### src/rtl/seq_div_pkg.sv
// seq_div_pkg -- shared types and constants for the sequential divider.
//   W_DEF   : default divisor width (dividend/quotient are 2*W_DEF bits)
//   state_t : controller state encoding (IDLE / RUN / DONE)
package seq_div_pkg;

  localparam int W_DEF = 4;

  typedef enum logic [1:0] {
    IDLE = 2'd0,
    RUN  = 2'd1,
    DONE = 2'd2
  } state_t;

endpackage

### src/rtl/seq_div_step.sv
// div_step -- one restoring-division step (compare and conditional subtract).
//   part     in  W+1  partial remainder {rem, next dividend bit}
//   div      in  W    divisor
//   rem_next out W    new partial remainder
//   qbit     out 1    quotient bit produced by this step
module div_step #(
  parameter int W = 4
) (
  input  logic [W:0]   part,
  input  logic [W-1:0] div,
  output logic [W-1:0] rem_next,
  output logic         qbit
);

  assign qbit = (part >= {1'b0, div});

  // When the subtract happens the result is < div, so it always fits in W bits.
  // For div == 0 the subtract is a no-op and the dividend bits just shift through.
  assign rem_next = qbit ? W'(part - {1'b0, div}) : part[W-1:0];

endmodule

### src/rtl/seq_div.sv
// seq_div -- restoring radix-2 unsigned divider, one quotient bit per cycle (MSB first).
//   clk, rst_n : clock, asynchronous active-low reset
//   start      : request a division (ignored while busy)
//   a, b       : 2W-bit dividend, W-bit divisor, captured when start is accepted
//   busy       : high while the division runs (RUN state)
//   done       : one-cycle pulse, q/r valid; q/r hold until the next result
//   q, r       : quotient floor(a/b), remainder a mod b
//   err        : only with SEQ_DIV_DIVZ_ERR_EN defined -- pulses with done when b==0;
//                that build also skips the RUN phase for a zero divisor.
// Division by zero otherwise runs the normal 2W steps, giving q = all ones, r = a[W-1:0].
module seq_div
  import seq_div_pkg::*;
#(
  parameter int W = W_DEF
) (
  input  logic           clk,
  input  logic           rst_n,
  input  logic           start,
  input  logic [2*W-1:0] a,
  input  logic [W-1:0]   b,
  output logic           busy,
  output logic           done,
`ifdef SEQ_DIV_DIVZ_ERR_EN
  output logic           err,
`endif
  output logic [2*W-1:0] q,
  output logic [W-1:0]   r
);

  localparam int             CW   = $clog2(2*W) + 1;
  localparam logic [CW-1:0]  LAST = CW'(2*W-1);

  state_t         state, state_nxt;
  logic [CW-1:0]  cnt;
  logic [2*W-1:0] dvd;       // remaining dividend bits, quotient bits shift in at the bottom
  logic [W-1:0]   rem;
  logic [W-1:0]   b_r;
  logic [2*W-1:0] q_r;
  logic [W-1:0]   r_r;
  logic [W-1:0]   rem_next;
  logic           qbit;
  logic           accept;
  logic           last;
  logic           divz;

  assign accept = start && (state != RUN);
  assign last   = (cnt == LAST);

`ifdef SEQ_DIV_DIVZ_ERR_EN
  assign divz = (b == '0);
`else
  assign divz = 1'b0;
`endif

  // ---- FSM: state register ----
  always_ff @(posedge clk or negedge rst_n) begin
    if (!rst_n) state <= IDLE;
    else        state <= state_nxt;
  end

  // ---- FSM: next state ----
  always_comb begin
    state_nxt = state;
    case (state)
      IDLE, DONE: state_nxt = accept ? (divz ? DONE : RUN) : IDLE;
      RUN:        if (last) state_nxt = DONE;
      default:    state_nxt = IDLE;
    endcase
  end

  // ---- FSM: outputs ----
  always_comb begin
    busy = (state == RUN);
    done = (state == DONE);
  end

  div_step #(.W(W)) u_step (
    .part     ({rem, dvd[2*W-1]}),
    .div      (b_r),
    .rem_next (rem_next),
    .qbit     (qbit)
  );

  // ---- datapath ----
  always_ff @(posedge clk or negedge rst_n) begin
    if (!rst_n) begin
      dvd <= '0;
      rem <= '0;
      b_r <= '0;
      cnt <= '0;
      q_r <= '0;
      r_r <= '0;
    end else if (accept) begin
      dvd <= a;
      b_r <= b;
      rem <= '0;
      cnt <= '0;
      if (divz) begin
        q_r <= '1;
        r_r <= a[W-1:0];
      end
    end else if (state == RUN) begin
      dvd <= {dvd[2*W-2:0], qbit};
      rem <= rem_next;
      cnt <= cnt + 1'b1;
      // Publish only on the final step so q/r stay stable outside a result update.
      if (last) begin
        q_r <= {dvd[2*W-2:0], qbit};
        r_r <= rem_next;
      end
    end
  end

`ifdef SEQ_DIV_DIVZ_ERR_EN
  logic err_r;

  always_ff @(posedge clk or negedge rst_n) begin
    if (!rst_n)      err_r <= 1'b0;
    else if (accept) err_r <= divz;
  end

  assign err = done & err_r;
`endif

  assign q = q_r;
  assign r = r_r;

endmodule

### config.mk
export PLATFORM = sky130hd
export DESIGN_NAME = seq_div
export DESIGN_NICKNAME = d
export VERILOG_FILES = /design/src/rtl/seq_div_pkg.sv /design/src/rtl/seq_div_step.sv /design/src/rtl/seq_div.sv
export SDC_FILE = /design/constraint.sdc
export NUM_CORES = 1
export LEC_CHECK = 0
export CAP_MARGIN = 10
export CORE_ASPECT_RATIO = 0.7
export CORE_MARGIN = 3
export CORE_UTILIZATION = 51
export DETAILED_ROUTE_END_ITERATION = 8
export PLACE_DENSITY = 0.9
export RECOVER_POWER = 25
export SYNTH_ARGS = -nofsm -noshare
export SYNTH_HDL_FRONTEND = slang
export SYNTH_HIERARCHICAL = 1
export SYNTH_SLANG_ARGS = --single-unit
### constraint.sdc
create_clock -name clk -period 2.35 [get_ports clk]
set_input_delay 0.47 -clock clk [delete_from_list [all_inputs] [get_ports clk]]
set_output_delay 0.47 -clock clk [all_outputs]
set_load 0.01 [all_outputs]
Yosys cells after proc, flatten, opt, wreduce, memory -nomap -nowiden
Index checks and enable logic that the tools add are counted.
{ "word_totals": {"word_cells": 31, "mem_bits_ro": 0, "in_bits": 15, "n_memories": 0, "ram_bits": 0, "out_inout_bits": 14, "ff_bits": 34, "latchBits": 0} }
{ "op_classes": {"div_mod_pow": 0, "shift": 0, "n_lt_le_gt_ge": 1, "n_addsub": 2, "n_bitwise": 1, "mux": 10, "n_mul": 0, "eq_ne": 5, "reduce_logical": 5} }
{ "ops": {"columns": ["operator", "n"], "rows": [
  ["2-to-1 mux 4 bit", 5],
  ["2-to-1 mux 8 bit", 2],
  [">= comparator 5 x 4 -> 1 bit", 1],
  ["adder 4 x 1 -> 4 bit, second input constant", 1],
  ["equality test 4 x 3 -> 1 bit, second input constant", 1],
  ["!= test 2 x 1 -> 1 bit, second input constant", 2],
  ["case mux 2 bit (2 select lines)", 1],
  ["subtractor 4 bit", 1],
  ["AND reduction 3 bit", 1],
  ["equality test 2 x 1 -> 1 bit, second input constant", 1],
  ["equality test 2 bit, second input constant", 1],
  ["logical NOT 2 bit", 1],
  ["2-to-1 mux 2 bit", 1],
  ["nonzero test 2 bit", 1],
  ["OR reduction 2 bit", 1],
  ["logical AND 1 bit", 1],
  ["2-to-1 mux 1 bit", 1],
  ["NOT 1 bit", 1]
]} }

Depth between registers and ports, before layout
{ "depth": {"word_depth": 4, "ltp_mapped": 8, "mapped_depth_nobuf": 8} }

Hierarchy
The synthesis kept the hierarchy.
{ "by_module_without_submodules": {"columns": ["mod", "area_per_inst_um2", "seq_area_each_um2", "cells_per_inst", "n_inst"], "rows": [
  ["seq_div", 1410.1, 850.8, 114, 1],
  ["div_step", 224.0, 0.0, 28, 1]
]} }

Least setup slack after synthesis
OpenSTA, ideal clock, no wires.
{ "synth_timing": {"path_kind": "register to register", "startpoint": "register rem[1]", "endpoint": "register r_r[2], in the netlist r[2]", "path_buffers": 0, "setup_ns": 0.125, "period_less_slack_ns": 1.759, "stages_incl_launch_ff": 7, "path_slack_ns": 0.591, "arrival_time_ns": 1.635, "required_time_ns": 2.225, "path_cell_list": "dfrtp_1 ha_1 nand4_1 nand2_2 nor2_4 mux2_4 mux2_2"} }
{ "synth_between": {"elab_chain_cells": 2, "elab_cells_between_ends": 3, "cone_classes": "1 x add/sub; 1 x order compare; 1 x mux"} }
{ "synth_lines": {"columns": ["element", "line", "text"], "rows": [
  ["from (decl)", "seq_div.sv:36", "logic [W-1:0] rem;"],
  ["from (signal assigned)", "seq_div.sv:104", "rem <= rem_next;"],
  ["subtractor 4 bit / >= comparator 5 x 4 -> 1 bit (equally long branches)", "seq_div_step.sv:19, seq_div_step.sv:15", null],
  ["2-to-1 mux 4 bit (*)", "seq_div_step.sv:19", "assign rem_next = qbit ? W'(part - {1'b0, div}) : part[W-1:0];"],
  ["net rem_next[2]", "seq_div.sv:40", "logic [W-1:0] rem_next;"],
  ["to (signal assigned)", "seq_div.sv:100", "r_r <= a[W-1:0];"],
  ["to (signal assigned)", "seq_div.sv:109", "r_r <= rem_next;"],
  ["to (decl)", "seq_div.sv:39", "logic [W-1:0] r_r;"]
]} }
Mark *: on every way through the listed nets, which the timed path passes. The rest lies on a longest branch.
A chain may end at the register's enable or synchronous reset.

Final worst setup path
{ "layout_timing": {"startpoint": "register state[1]", "endpoint": "output busy"} }
{ "layout_between": {"elab_chain_cells": 1} }
{ "layout_lines": {"columns": ["element", "line", "text"], "rows": [
  ["from (decl)", "seq_div.sv:33", "state_t state, state_nxt;"],
  ["from (signal assigned)", "seq_div.sv:58", "else state <= state_nxt;"],
  ["equality test 2 x 1 -> 1 bit", "seq_div.sv:73", "busy = (state == RUN);"],
  ["to (decl)", "seq_div.sv:21", "output logic busy,"]
]} }
Every way passes these cells.

==> results.md <==
- CTS Buffer Depth: 2
- DRC viols: 0
- Hold path start: cnt[2]
- # IOs: 29
- Max FO, Critical Path: 8
- Fin crit share: 91.34%
- Cells after synthesis: approximately 140
- 1st-iter DRT viols: ~80
- Most common cell after layout, fill and taps aside: dfrtp_1
- Clk Latency, worst-skew pair: 0.29 ns
- GPL Wtd Cong: around 0.86
- Period minus WS final: approximately 2.1 ns
- Area grow syn2layout: 24.20%
- Worst slew pin tran: approximately 0.8 ns
- All-Layer GR Usage: between 10% and 20%
- Die height: roughly 53 um
- Syn. warnings: 6
- GR Overflow Total: 0
- Post-Place Worst Slack: approximately 0.47 ns
- Setup crit start kind: flop
- Die W: 73.66 um
- Initial antenna violation count: 0
- Wire per inst: approximately 16 um
- Worst vdd ir: 0.0008838 V
- Rows: 16
- RR Startpoint: rem[1]
- Critical path data arrival time: between 1.5 and 2 ns
- Leak: between 0.8 and 0.9 nW
- Post-synth top area share: 52.07%
- Syn_area_per_cell: ~12 um^2
- Ranking of synthesized cells by area: dfrtp_1 52%, mux2_2 12%, mux2i_1 6.7%
- CP cell instances: nand2b_1, inv_1, clkdlybuf4s50_1
- Via Count: 1171
- RSZ-0062 raised after global routing: no
- # port buffers: 28
- Slew Viols, Final: 0
- Setup Crit Path Kind: flop to output pin
- Setup crit end kind: output pin
- Root buffer cell: clkbuf_8
- Core ar.: 0.002923 mm^2
- Worst Skew: around 0.0032 ns
- Share of layout cells above drive strength 1: roughly 20%
- DP Wirelength: about 2.4 mm
- Max Fclk: ~0.47 GHz
- Worst Path Required: 1.88 ns
- Die area: 0.003930 mm^2
- Status: finished, final reports clean
- PostCTS Resize Cnt: 0
- Area occupied by multi-input gates: 711.9 um^2
- Final Hold Viols: 0
- Register area: 850.8 um^2
- TritonCTS Sinks: 34
- Clock tree from TritonCTS: built
- FILL cells: 199
- Crit path buf inv count: 2
- Initial core utilization: 55.91%
- HP Class: flop to flop
- Area leader, netlist: dfrtp_1
- Final setup viols: 0
- CP top delay family: buffers and inverters
- Number of buffers created by CTS: 5
- Worst rel slew slack: a little under half
- Cell Pwr Density: 1498 mW/mm^2
- Most frequent cells in the layout: 34 x dfrtp_1, 27 x clkdlybuf4s50_1, 21 x nand2_1
- #FFs+latches synth: 34
- Post-Syn Nets: ~160
- Nets: 195
- Share of the yosys chip area belonging to registers: 52.07%
- Pin count of the biggest net entering global routing: 35
- Clk slew on worst S/H paths: 0.07 ns
- Critical path's largest stage delay: 0.55 ns
- Routed WL: 3.327 mm
- Via density: between 5 and 6
- ANT nets after route: 0
- H-tree depth: 2
- Unique masters post-synth: 27
- Setup ws final: 0.2035 ns
- Vias in the first global route: 1204
- Synthesized area: ~0.0016 mm^2
- Worst path slowest cell: clkdlybuf4s50_1
- # diodes: 0
- Drt first pass iters: 4
- Max-Cap Viols: 0
- CTS Hold Bufs: 0
- Final TNS setup: 0 ns
- First-pass GRT wire length: 5.733 mm
- Setup Fix Bufs, Post-CTS: 0
- CP Launch Point: state[1]
==> registers in the layout, summed over array words and instances (netlist names) <==
signal  flops
dvd         8
q           8
b_r         4
cnt         4
r           4
rem         4
state       2
==> synthesized netlist by cell type <==
cell type / number
dfrtp_1: 34
nand2_1: 21
mux2_2: 17
o21ai_0: 17
mux2i_1: 11
inv_1: 8
ha_1: 5
buf_2: 3
nand3_1: 3
nor2_1: 3
buf_6: 2
nand2b_1: 2
nor3_1: 2
a21oi_1: 1
a21oi_4: 1
clkbuf_1: 1
fa_1: 1
mux2_4: 1
nand2_2: 1
nand4_1: 1
nor2_2: 1
nor2_4: 1
nor2b_1: 1
nor3_4: 1
o21ai_2: 1
xnor2_1: 1
xor2_1: 1
==> report_power, final <==
part	internal, mW	switching, mW	total (mW)
Sequential	0.874	0.192	1.07
Clock	0.236	0.205	0.441
Combinational	0.744	0.788	1.53
==> cell type report <==
type / instances / share of cell area, %
flip-flops and latches: 34 / 41.92
repair buffers: 31 / 14.80
multi-input cells: 94 / 35.08
clock buffers: 7 / 4.254
clock inverters: 1 / 0.2466
well taps: 36 / 2.219
inverters: 8 / 1.480
==> final timing paths <==
kind / end / slack [ns] / depth (start not counted)
max: busy / 0.20 / 3
min: cnt[2] / 0.51 / 1
max reg2reg: r[2] / 0.45 / 6
min reg2reg: cnt[2] / 0.51 / 1
max in group asynchronous: q[7] / 1.02 / 2
min in group asynchronous: r[3] / 0.81 / 2
==> kinds of logic (layout without fill, tap and decap cells) <==
group           Yosys count  after routing  share of synthesized area (%)
simple gates             37             37                          11.03
flops                    34             34                          52.07
mux                      29             29                          19.37
compound gates           20             20                          7.044
buf+inv                  14             47                          4.364
fa+ha+maj                 6              6                          5.054
xor+xnor                  2              2                          1.072
==> per-stage QoR <==
step           cells  util [%]  area [um^2]  total power, mW  hold slack, ns
2_1_floorplan    142         -         1634            2.090          0.1744
3_3_place_gp     203     66.40         1941            2.476          0.4801
3_5_place_dp     203     66.40         1941            2.582          0.4977
4_1_cts          211     69.52         2032            3.042          0.5089
5_1_grt          211     69.43         2029            3.266          0.5327
6_report         211     69.43         2029            3.039          0.5071
==> worst reg2reg max path, cell delays in order, from the launching register on <==
cell,delay (ns)
dfrtp_1,0.41
ha_1,0.37
nand4_1,0.14
nand2_2,0.09
nor2_4,0.20
mux2_4,0.33
mux2_2,0.26
==> metal layers <==
metal / GRT usage (%) / up-vias / routed length (um)
li1: - / 547 / -
met1: 25.96 / 576 / 1517
met2: 30.15 / 40 / 1542
met3: 5.693 / 8 / 199
met4: 9.639 / 0 / 68
met5: 0 / - / 0
Note: power is estimated with default switching activity, not from simulation.
